**src/rtl/stream_pkg.sv**
```systemverilog
// Shared definitions for the stream packet FIFO: CSR map and beat layout.
package stream_pkg;

    localparam int unsigned STREAM_DATA_BYTES = 8;
    localparam int unsigned STREAM_EMPTY_W    = $clog2(STREAM_DATA_BYTES);

    localparam logic [1:0] CSR_LEVEL = 2'd0;
    localparam logic [1:0] CSR_PKTS  = 2'd1;
    localparam logic [1:0] CSR_HWM   = 2'd2;
    localparam logic [1:0] CSR_ERRS  = 2'd3;

    typedef struct packed {
        logic [STREAM_DATA_BYTES*8-1:0] data;
        logic [STREAM_EMPTY_W-1:0]      empty;
        logic                           sop;
        logic                           eop;
    } beat_t;

endpackage

```
**src/rtl/stream_fifo_mem.sv**
```systemverilog
// Beat storage: DEPTH x WIDTH register array, synchronous write, asynchronous read.
module stream_fifo_mem #(
    parameter int unsigned WIDTH = 69,
    parameter int unsigned DEPTH = 16
) (
    input  logic                     clk,
    input  logic                     wr_en,
    input  logic [$clog2(DEPTH)-1:0] wr_addr,
    input  logic [WIDTH-1:0]         wr_data,
    input  logic [$clog2(DEPTH)-1:0] rd_addr,
    output logic [WIDTH-1:0]         rd_data
);

    logic [WIDTH-1:0] mem [DEPTH];

    always_ff @(posedge clk) begin
        if (wr_en) begin
            mem[wr_addr] <= wr_data;
        end
    end

    assign rd_data = mem[rd_addr];

endmodule

```
**src/rtl/stream_packet_fifo.sv**
```systemverilog
// Show-ahead Avalon-ST packet FIFO with packet/framing counters, fill high-water
// mark and an Avalon-MM CSR port (readLatency 1).
module stream_packet_fifo
    import stream_pkg::*;
#(
    parameter int unsigned DATA_BYTES = STREAM_DATA_BYTES,
    parameter int unsigned DEPTH      = 16
) (
    input  logic                          clk,
    input  logic                          reset_n,
    input  logic [DATA_BYTES*8-1:0]       stream_in_data,
    input  logic [$clog2(DATA_BYTES)-1:0] stream_in_empty,
    input  logic                          stream_in_valid,
    input  logic                          stream_in_startofpacket,
    input  logic                          stream_in_endofpacket,
    output logic                          stream_in_ready,
    output logic [DATA_BYTES*8-1:0]       stream_out_data,
    output logic [$clog2(DATA_BYTES)-1:0] stream_out_empty,
    output logic                          stream_out_valid,
    output logic                          stream_out_startofpacket,
    output logic                          stream_out_endofpacket,
    input  logic                          stream_out_ready,
    input  logic [1:0]                    csr_address,
    input  logic                          csr_read,
    input  logic                          csr_write,
    input  logic [31:0]                   csr_writedata,
    output logic [31:0]                   csr_readdata,
    output logic                          csr_readdatavalid,
    output logic                          csr_waitrequest
);

    localparam int unsigned AW = $clog2(DEPTH);
    localparam int unsigned PW = AW + 1;
    localparam int unsigned DW = DATA_BYTES * 8;
    localparam int unsigned EW = $clog2(DATA_BYTES);

    typedef struct packed {
        logic [DW-1:0] data;
        logic [EW-1:0] empty;
        logic          sop;
        logic          eop;
    } fifo_beat_t;

    logic [PW-1:0] wr_ptr, rd_ptr, level, level_nxt;
    logic          full, fifo_empty, push, pop;
    logic          in_packet, frame_err;
    logic [31:0]   pkt_count, hwm, err_count, level32, level_nxt32;
    logic [31:0]   csr_mux;
    logic          wr_hwm, wr_errs;
    logic          unused_writedata;
    fifo_beat_t    in_beat, out_beat;

    assign level       = wr_ptr - rd_ptr;
    assign full        = (level == PW'(DEPTH));
    assign fifo_empty  = (level == '0);
    assign push        = stream_in_valid & ~full;
    assign pop         = ~fifo_empty & stream_out_ready;
    assign level_nxt   = level + PW'(push) - PW'(pop);
    assign level32     = 32'(level);
    assign level_nxt32 = 32'(level_nxt);

    assign stream_in_ready  = ~full;
    assign stream_out_valid = ~fifo_empty;

    assign in_beat = '{data:  stream_in_data,
                       empty: stream_in_empty,
                       sop:   stream_in_startofpacket,
                       eop:   stream_in_endofpacket};

    stream_fifo_mem #(
        .WIDTH ($bits(fifo_beat_t)),
        .DEPTH (DEPTH)
    ) u_mem (
        .clk     (clk),
        .wr_en   (push),
        .wr_addr (wr_ptr[AW-1:0]),
        .wr_data (in_beat),
        .rd_addr (rd_ptr[AW-1:0]),
        .rd_data (out_beat)
    );

    assign stream_out_data          = out_beat.data;
    assign stream_out_empty         = out_beat.empty;
    assign stream_out_startofpacket = out_beat.sop;
    assign stream_out_endofpacket   = out_beat.eop;

    // A beat is out of frame when its sop disagrees with the packet state.
    assign frame_err = push & (stream_in_startofpacket ? in_packet : ~in_packet);

    // A simultaneous read wins; the write is dropped.
    assign wr_hwm  = csr_write & ~csr_read & (csr_address == CSR_HWM);
    assign wr_errs = csr_write & ~csr_read & (csr_address == CSR_ERRS);

    assign unused_writedata = ^csr_writedata;
    assign csr_waitrequest  = 1'b0;

    always_ff @(posedge clk or negedge reset_n) begin
        if (!reset_n) begin
            wr_ptr    <= '0;
            rd_ptr    <= '0;
            in_packet <= 1'b0;
        end else begin
            if (push) begin
                wr_ptr <= wr_ptr + PW'(1);
                if (stream_in_endofpacket) begin
                    in_packet <= 1'b0;
                end else if (stream_in_startofpacket) begin
                    in_packet <= 1'b1;
                end
            end
            if (pop) begin
                rd_ptr <= rd_ptr + PW'(1);
            end
        end
    end

    always_ff @(posedge clk or negedge reset_n) begin
        if (!reset_n) begin
            pkt_count <= '0;
            hwm       <= '0;
            err_count <= '0;
        end else begin
            if (pop && out_beat.eop) begin
                pkt_count <= pkt_count + 32'd1;
            end
            if (wr_hwm) begin
                hwm <= level32;
            end else if (level_nxt32 > hwm) begin
                hwm <= level_nxt32;
            end
            if (wr_errs) begin
                err_count <= '0;
            end else if (frame_err) begin
                err_count <= err_count + 32'd1;
            end
        end
    end

    always_comb begin
        csr_mux = '0;
        case (csr_address)
            CSR_LEVEL: csr_mux = level32;
            CSR_PKTS:  csr_mux = pkt_count;
            CSR_HWM:   csr_mux = hwm;
            CSR_ERRS:  csr_mux = err_count;
            default:   csr_mux = '0;
        endcase
    end

    always_ff @(posedge clk or negedge reset_n) begin
        if (!reset_n) begin
            csr_readdata      <= '0;
            csr_readdatavalid <= 1'b0;
        end else begin
            csr_readdatavalid <= csr_read;
            if (csr_read) begin
                csr_readdata <= csr_mux;
            end
        end
    end

endmodule

```
**config.mk**
```make
export PLATFORM = sky130hd
export DESIGN_NAME = stream_packet_fifo
export DESIGN_NICKNAME = d
export VERILOG_FILES = /design/src/rtl/stream_pkg.sv /design/src/rtl/stream_fifo_mem.sv /design/src/rtl/stream_packet_fifo.sv
export SDC_FILE = /design/constraint.sdc
export NUM_CORES = 1
export LEC_CHECK = 0
export ABC_AREA = 1
export CELL_PAD_IN_SITES_DETAIL_PLACEMENT = 1
export CELL_PAD_IN_SITES_GLOBAL_PLACEMENT = 2
export CORE_MARGIN = 4
export CORE_UTILIZATION = 42
export DETAILED_ROUTE_END_ITERATION = 8
export HOLD_SLACK_MARGIN = 0.02
export PLACE_DENSITY = 0.84
export SLEW_MARGIN = 20
export SYNTH_ARGS = -nofsm -noshare
export SYNTH_HDL_FRONTEND = slang
export SYNTH_SLANG_ARGS = --single-unit
```
**constraint.sdc**
```tcl
create_clock -name clk -period 8.4 [get_ports clk]
set_clock_uncertainty 0.2 [all_clocks]
set_input_delay 1.68 -clock clk [delete_from_list [all_inputs] [get_ports clk]]
set_output_delay 1.68 -clock clk [all_outputs]
set_load 0.01 [all_outputs]
```
==> results of run 1 <==
==> stage by stage <==
step / hold WS (ns) / total power, uW / worst slack (ns) / instances / instance area, um^2
2_1_floorplan: 0.277 / 12500 / 2.43 / 4166 / 49900
3_3_place_gp: 0.298 / 15300 / 2.13 / 5684 / 53100
3_5_place_dp: 0.321 / 15600 / 2.11 / 5684 / 53100
4_1_cts: 0.333 / 21300 / 1.25 / 5923 / 57300
5_1_grt: 0.352 / 22300 / 1.03 / 5927 / 57300
6_report: 0.332 / 21000 / 1.35 / 5931 / 57300
==> worst max-delay path: stages, from the launching register on <==
cell and delay, ns:
dfrtp_4 0.97, buf_4 0.92, buf_4 0.91, o21ai_0 0.27, o221ai_1 0.26, nand3_1 0.11
nand3_1 0.24, clkdlybuf4s50_1 0.60
==> power by group <==
| group | leakage, uW | switching, uW | internal, uW |
|---|---|---|---|
| combinational | 0.00577 | 5120 | 2440 |
| clock | 0.00205 | 2460 | 3190 |
| sequential | 0.0115 | 457 | 7370 |
| total | 0.0193 | 8040 | 13000 |
==> layout by cell type (no fill, tap or decap), types with 4 or more instances in the layout <==
master / instances
diode_2: 6
bufinv_16: 7
clkinv_1: 26
clkinv_16: 4
inv_16: 6
nand3_2: 4
clkinv_2: 22
inv_1: 69
nor2_2: 5
edfxtp_1: 1104
clkdlybuf4s50_1: 178
nand3b_1: 16
dfrtp_1: 110
nand3_1: 209
nor2_4: 18
buf_12: 5
o221ai_1: 76
o22ai_1: 136
clkbuf_1: 29
xor2_1: 26
clkbuf_16: 132
inv_2: 8
o21ai_1: 101
a21oi_1: 6
o211ai_1: 60
xnor2_1: 13
ha_1: 22
nand2_1: 611
nor2_1: 772
o21ai_0: 491
a31oi_1: 30
buf_4: 52
==> cell type report <==
cell class	instances	area share (%)
Clock inverter	75	1.33
Timing Repair Buffer	237	4.02
Tap cell	1536	3.35
Sequential cell	1217	62.8
Multi-Input combinational cell	2614	21.9
Antenna cell	6	0.0262
Inverter	82	0.572
Clock buffer	164	6.02
==> sequential cells by signal, summed over array words and instances, names as in the netlist <==
| name | flops |
|---|---|
| pkt_count | 32 |
| csr_readdatavalid | 1 |
| csr_readdata | 32 |
| u_mem.mem | 1104 |
| err_count | 32 |
| rd_ptr | 5 |
| hwm | 5 |
| in_packet | 1 |
| wr_ptr | 5 |
==> metal layers <==
| layer | track usage, % | share of wire, % | vias to the layer above |
|---|---|---|---|
| met5 | 0 | 0.057 | - |
| met4 | 5.61 | 1.9 | 10 |
| met3 | 3.57 | 5.5 | 197 |
| met2 | 38.5 | 50 | 870 |
| met1 | 30.0 | 43 | 17000 |
| li1 | - | - | 15200 |
==> worst max-delay path by stage <==
stage               slack, ns                          to  depth (start not counted)                   from
global route             1.03         stream_out_data[41]                          7  rd_ptr[1]$_DFFE_PN0P_
global placement         2.13         stream_out_data[57]                          7  rd_ptr[1]$_DFFE_PN0P_
detailed placement       2.11         stream_out_data[59]                          7  rd_ptr[1]$_DFFE_PN0P_
finish                   1.35         stream_out_data[56]                          7  rd_ptr[1]$_DFFE_PN0P_
floorplan                2.43  u_mem.mem[11][0]$_DFFE_PP_                         14  rd_ptr[1]$_DFFE_PN0P_
CTS                      1.25         stream_out_data[41]                          7  rd_ptr[1]$_DFFE_PN0P_
==> cells by family (layout without fill, tap and decap cells) <==
family	Yosys count	count (layout)	synth area share, %
fa+ha+maj	24	24	0.632
xor+xnor	39	39	0.684
compound gates	904	904	10.4
simple gates	1646	1646	13.2
other cells	1	7	0.00751
buf+inv	335	558	3.00
flops	1217	1217	72.1
==> impl_summary.txt, run 1 <==
----------------------------------------------------
[Critical path]
  Top fanout value on the critical path ... 92
  Reg-to-reg endpoint ... hwm[1]$_DFFE_PN0P_
  FF-to-FF path depth ... 25
  Type of destination of the critical path ... output port
  Crit start category ... flop
  Required time of the critical path ... 6.52 ns
  WS Path Type ... reg -> out
  Register-to-register setup slack ... 2.17 ns
  Crit Reg-Reg Startpoint ... rd_ptr[1]$_DFFE_PN0P_
  Data arrival, critical path ... 5.17 ns

[Cells and area]
  Post-layout utilization of the core ... 48.6%
  Fill cells ... 12000
  Layout net count ... 4417
  Multi-input combinational cell area ... 12600 um^2
  Register area ... 36000 um^2
  P&R area growth vs syn ... 14.9%
  Fraction of final layout cells sized beyond drive strength 1 ... 6.68%

[Global route]
  Global Route Usage Sum ... 22.4%
  Largest net degree at the start of global routing ... 210
  Number of global-route vias before repair ... 34700
  Global-route wire length before repair ... 214 mm
  Antenna violations before repair ... 13
  Total congestion overflow after global routing ... 0

[Min path]
  Worst Hold Depth ... 1
  End point of the most critical hold path ... in_packet$_DFFE_PN0P_
  Source of the worst hold timing path ... in_packet$_DFFE_PN0P_
  Class of the tightest hold or removal check ... reg -> reg

[Outcome]
  Run status ... completed

[Floorplanning]
  Horizontal die dimension ... 353 um
  Die boundary height ... 353 um
  Boundary pin count ... 214
  Starting utilization of the core area ... 42.3%
  Total number of placement rows ... 126
  Area of the core ... 118000 um^2
  Die Area ... 124000 um^2

[Clocking]
  H-tree lvl count ... 4
  Clock sink count ... 1217
  Cts bufs inserted ... 132
  Buffer cell driving the clock tree root ... clkbuf_16
  Number of buffers inserted for hold repair after clock tree synthesis ... 0
  Post-CTS Resized ... 0
  Clock insertion delay at the later pin of the skew report ... 0.76 ns
  Post-CTS setup buffer count ... 0
  TritonCTS clock tree ... built
  Clock slew at reported path FFs ... 0.06 ns
  Largest buffer count on any clock path ... 3

[Timing]
  Measured slew at the worst slew-check pin ... 1.12 ns
  Max-slew headroom ... 25.4%
  Final max-slew violation count ... 0
  Time the final worst path needs with I/O delays and setup ... 7.05 ns
  Post-route fraction of the period consumed by the critical path ... 83.9%
  Final TNS setup ... 0 ns
  Setup repair after global routing missed its margin ... no
  Final Hold Fails ... 0
  Maximum achievable frequency ... 0.142 GHz
  Setup-violating endpoint count in the final report ... 0

[Yosys]
  Post-synthesis sequential area ratio ... 72.1%
  Async SR Flop Fraction ... 9.29%
  Cell Area, Synth ... 49900 um^2
  Net count after synthesis ... 4299
  Post-Synthesis Cells ... 4166
  EDFF count, synth ... 1104
  Post-synth top cells ... edfxtp_1 (1104), nor2_1 (790), nand2_1 (611), o21ai_0 (491), nand3_1 (209)
  Area contributors post-synth ... edfxtp_1 (66%), nor2_1 (5.9%), dfrtp_1 (5.7%)
  Synthesized flop and latch total ... 1217
  Biggest area consumer among synthesized cells ... edfxtp_1
  Total number of yosys warnings ... 0
  Most used flip-flop cell after synthesis ... edfxtp_1
  Library cell with the highest instance count after synthesis ... edfxtp_1
  Fraction of synthesized cell area taken by the top area cell type ... 66.4%
  Cell variety after synth ... 37
  Avg Inst Size Synth ... 12.0 um^2

[Place]
  Final weighted congestion of routability-driven global placement ... 0.789
  Dpl hpwl ... 75.3 mm
  Number of buffers inserted by port buffering ... 180

[Drt]
  Via count ... 33300
  Number of search-and-repair iterations in the first detailed-routing pass ... 5
  Routed length per instance ... 24.0 um
  Antenna Nets Post-Route ... 0
  Post-Route WL ... 142 mm
  Number of design-rule violations left by the first detailed-router iteration ... 2827
  Detailed-route DRC error count ... 0
  Vias per cell ... 5.62

[Job]
  Max-cap violations ... 0

[Pwr]
  Worst vdd ir ... 0.271 mV
  Power density over cell area ... 367 nW/um^2
  Leak ... 0.0193 uW

----------------------------------------------------
(Power assumes the default switching activity.)
==> run 2, diff against run 1 <==
--- a/config.mk
+++ b/config.mk
@@ -9,10 +9,10 @@
 export CELL_PAD_IN_SITES_DETAIL_PLACEMENT = 1
 export CELL_PAD_IN_SITES_GLOBAL_PLACEMENT = 2
 export CORE_MARGIN = 4
-export CORE_UTILIZATION = 42
+export CORE_UTILIZATION = 38
 export DETAILED_ROUTE_END_ITERATION = 8
 export HOLD_SLACK_MARGIN = 0.02
-export PLACE_DENSITY = 0.84
+export PLACE_DENSITY = 0.81
 export SLEW_MARGIN = 20
 export SYNTH_ARGS = -nofsm -noshare
 export SYNTH_HDL_FRONTEND = slang
==> constraint.sdc (replaced) <==
create_clock -name clk -period 5.9 [get_ports clk]
set_clock_uncertainty 0.2 [all_clocks]
set_input_delay 1.18 -clock clk [delete_from_list [all_inputs] [get_ports clk]]
set_output_delay 1.18 -clock clk [all_outputs]
set_load 0.01 [all_outputs]
==> impl_summary.txt, run 2 (same netlist as run 1, synthesis figures left out) <==
----------------------------------------------------
[Outcome]
  Run status ... completed

[Timing]
  Final Hold Fails ... 0 (unchanged)
  Time the final worst path needs with I/O delays and setup ... 5.62 ns
  Post-route fraction of the period consumed by the critical path ... 95.2%
  Final TNS setup ... 0 ns (unchanged)
  Max-slew headroom ... 26.6% (+1.2 points)
  Setup-violating endpoint count in the final report ... 0 (unchanged)
  Final max-slew violation count ... 0 (unchanged)
  Setup repair after global routing missed its margin ... no
  Maximum achievable frequency ... 0.178 GHz
  Measured slew at the worst slew-check pin ... 1.10 ns (-0.0182 ns)

[Drt]
  Routed length per instance ... 23.6 um (-1.9%)
  Post-Route WL ... 145 mm (+2.0%)
  Vias per cell ... 5.42 (-3.5%)
  Number of search-and-repair iterations in the first detailed-routing pass ... 5 (unchanged)
  Detailed-route DRC error count ... 0 (unchanged)
  Antenna Nets Post-Route ... 0 (unchanged)
  Via count ... 33400 (+0.30%)
  Number of design-rule violations left by the first detailed-router iteration ... 2649 (-6.3%)

[Place]
  Dpl hpwl ... 76.4 mm (+1.5%)
  Final weighted congestion of routability-driven global placement ... 0.767 (-2.7%)
  Post-detailed-placement cell area ... 53700 um^2 (+1.2%)
  Number of buffers inserted by port buffering ... 180 (unchanged)

[Clocking]
  Cts bufs inserted ... 138 (+4.5%)
  Clock sink count ... 1217 (unchanged)
  Post-CTS setup buffer count ... 0 (unchanged)
  H-tree lvl count ... 4 (unchanged)
  Clock slew at reported path FFs ... 0.06 ns (about the same)
  Clock insertion delay at the later pin of the skew report ... 0.76 ns (about the same)
  Largest buffer count on any clock path ... 3 (unchanged)
  TritonCTS clock tree ... built
  Buffer cell driving the clock tree root ... clkbuf_16

[Pwr]
  Power density over cell area ... 523 nW/um^2 (+43%)
  Net switching component of the power ... 11500 uW (+43%)
  Sw frac ... 37.8% (-0.39 points)
  Part of the total power dissipated in combinational logic ... 36.7% (+0.7 points)
  Leak ... 0.0195 uW (+1.2%)
  Reg power frac ... 36.0% (-1.2 points)
  Worst vdd ir ... 0.477 mV (+76%)
  Clock share of power ... 27.3% (+0.5 points)
  Internal power contribution ... 18900 uW (+45%)

[Cells and area]
  Largest register FFs ... 1104 (unchanged)
  Most frequent cells in the layout ... edfxtp_1 (1104), nor2_1 (772), nand2_1 (611)
  Post-layout instance area ... 58100 um^2 (+1.3%)
  Fraction of final layout cells sized beyond drive strength 1 ... 7.20% (+0.53 points)
  Layout net count ... 4440 (+0.52%)
  P&R area growth vs syn ... 16.4%
  Fill cells ... 13600 (+13%)
  Commonest non-fill, non-tap cell in the layout ... edfxtp_1
  Register with the most flip-flops ... u_mem.mem

[Critical path]
  Type of destination of the critical path ... output port
  Number of buffers and inverters on the critical path ... 4 (+1)
  Peak per-stage delay on the critical path ... 0.61 ns (-0.36 ns)
  Data arrival, critical path ... 4.24 ns (-0.93 ns)
  Cells along the critical path ... buf_12 -> buf_12 -> buf_16 -> o21ai_0 -> o221ai_1 -> nand3_1 -> nand3_1 -> clkdlybuf4s50_1
  Crit start category ... flop
  Family with the most delay on the worst path ... buffers and inverters
  Slowest cell on the critical path ... clkdlybuf4s50_1
  WS Path Type ... reg -> out
  Top fanout value on the critical path ... 149 (+62%)
  Required time of the critical path ... 4.52 ns (-2.00 ns)

[Global route]
  Number of global-route vias before repair ... 34800 (+0.31%)
  Antenna violations before repair ... 20 (+7)
  Total congestion overflow after global routing ... 0 (unchanged)
  Largest net degree at the start of global routing ... 252 (+20%)
  Global-route wire length before repair ... 218 mm (+1.7%)
  Global Route Usage Sum ... 21.0% (-1.4 points)

[Min path]
  Class of the tightest hold or removal check ... reg -> reg

[Floorplanning]
  Horizontal die dimension ... 370 um (+5.0%)
  Die boundary height ... 370 um (+5.0%)
  Total number of placement rows ... 132 (+4.8%)
  Area of the core ... 130000 um^2 (+10%)
  Boundary pin count ... 214 (unchanged)
  Starting utilization of the core area ... 38.4% (-3.9 points)
  Die Area ... 137000 um^2 (+10%)

[Job]
  Max-cap violations ... 0 (unchanged)

----------------------------------------------------
-- run 2: cell count changes in the layout (fill, tap and decap cells not counted), moves of 3 or more --
| cell | before | now |
|---|---|---|
| clkbuf_16 | 132 | 140 |
| inv_16 | 6 | 1 |
| diode_2 | 6 | 9 |
| clkbuf_1 | 29 | 22 |
| buf_12 | 5 | 22 |
| clkinv_1 | 26 | 34 |
-- run 2: through the flow --
step                std cells  setup slack [ns]  util (%)  hold WS (ns)  power [uW]
finish                   6166             0.284      44.7         0.320       30400
detailed placement       5908             0.662      41.3         0.317       22400
CTS                      6156             0.132      44.7         0.309       30800
floorplan                4166           -0.0748         -         0.277       17800
global placement         5908             0.721      41.3         0.294       22100
global route             6164            0.0517      44.7         0.357       32300
-- run 2: final timing paths --
kind	from	end	slack (ns)	depth (start not counted)
worst max-delay path	rd_ptr[0]$_DFFE_PN0P_	stream_out_data[60]	0.28	8
worst min-delay path	in_packet$_DFFE_PN0P_	in_packet$_DFFE_PN0P_	0.32	1
worst max register to register	wr_ptr[0]$_DFFE_PN0P_	hwm[1]$_DFFE_PN0P_	0.72	27
worst min register to register	in_packet$_DFFE_PN0P_	in_packet$_DFFE_PN0P_	0.32	1
max in group asynchronous	reset_n	csr_readdata[26]$_DFFE_PN0P_	4.14	2
min in group asynchronous	reset_n	rd_ptr[3]$_DFFE_PN0P_	0.34	1
-- run 2: area by class of cell --
| class | instances | area, um^2 | area share [%] |
|---|---|---|---|
| antenna | 9 | 22.5 | 0.0388 |
| clock buffer | 163 | 3600 | 6.19 |
| clock inverter | 85 | 773 | 1.33 |
| inverter | 82 | 328 | 0.564 |
| multi-input combinational | 2614 | 12600 | 21.6 |
| sequential | 1217 | 36000 | 61.9 |
| tap | 1742 | 2180 | 3.75 |
| timing repair buffer | 254 | 2650 | 4.56 |
-- run 2: power groups by stage --
stage          Clock [uW]  Combinational (uW)  Sequential [uW]
2_1_floorplan           0                6800            11000
3_3_place_gp            0               11000            11100
3_5_place_dp            0               11200            11100
4_1_cts              8500               11300            10900
5_1_grt              8870               12400            11000
6_report             8290               11200            10900
-- run 2: layer usage --
layer	GRT usage, %	part of all wire, %
met2	35.3	49
met4	6.73	2.5
met3	3.62	5.0
met5	0	0.065
met1	27.9	44
-- run 2: what timing repair did --
| action | 4_1_cts | 5_1_grt |
|---|---|---|
| hold buffers | 0 | 0 |
| endpoints found under the setup margin | 5 | 7 |
| pin swaps | 0 | 0 |
| resized for setup | 1 | 1 |
-- run 2: worst register-to-register path: stages (launching register included) --
cell	delay, ns
dfrtp_1	0.42
inv_1	0.18
ha_1	0.18
inv_1	0.06
fa_1	0.43
xor2_1	0.18
inv_1	0.17
ha_1	0.18
nand2_1	0.05
nor2_1	0.18
nand3_2	0.14
nand2_2	0.22
ha_1	0.28
inv_1	0.06
ha_1	0.16
inv_1	0.06
fa_1	0.46
o21ai_0	0.25
nand3_1	0.14
nand3_1	0.11
nand2_1	0.09
ha_1	0.30
nand2_1	0.07
nand2_1	0.05
nand2_1	0.11
nand2_1	0.16
nand2_1	0.10
o21ai_0	0.07
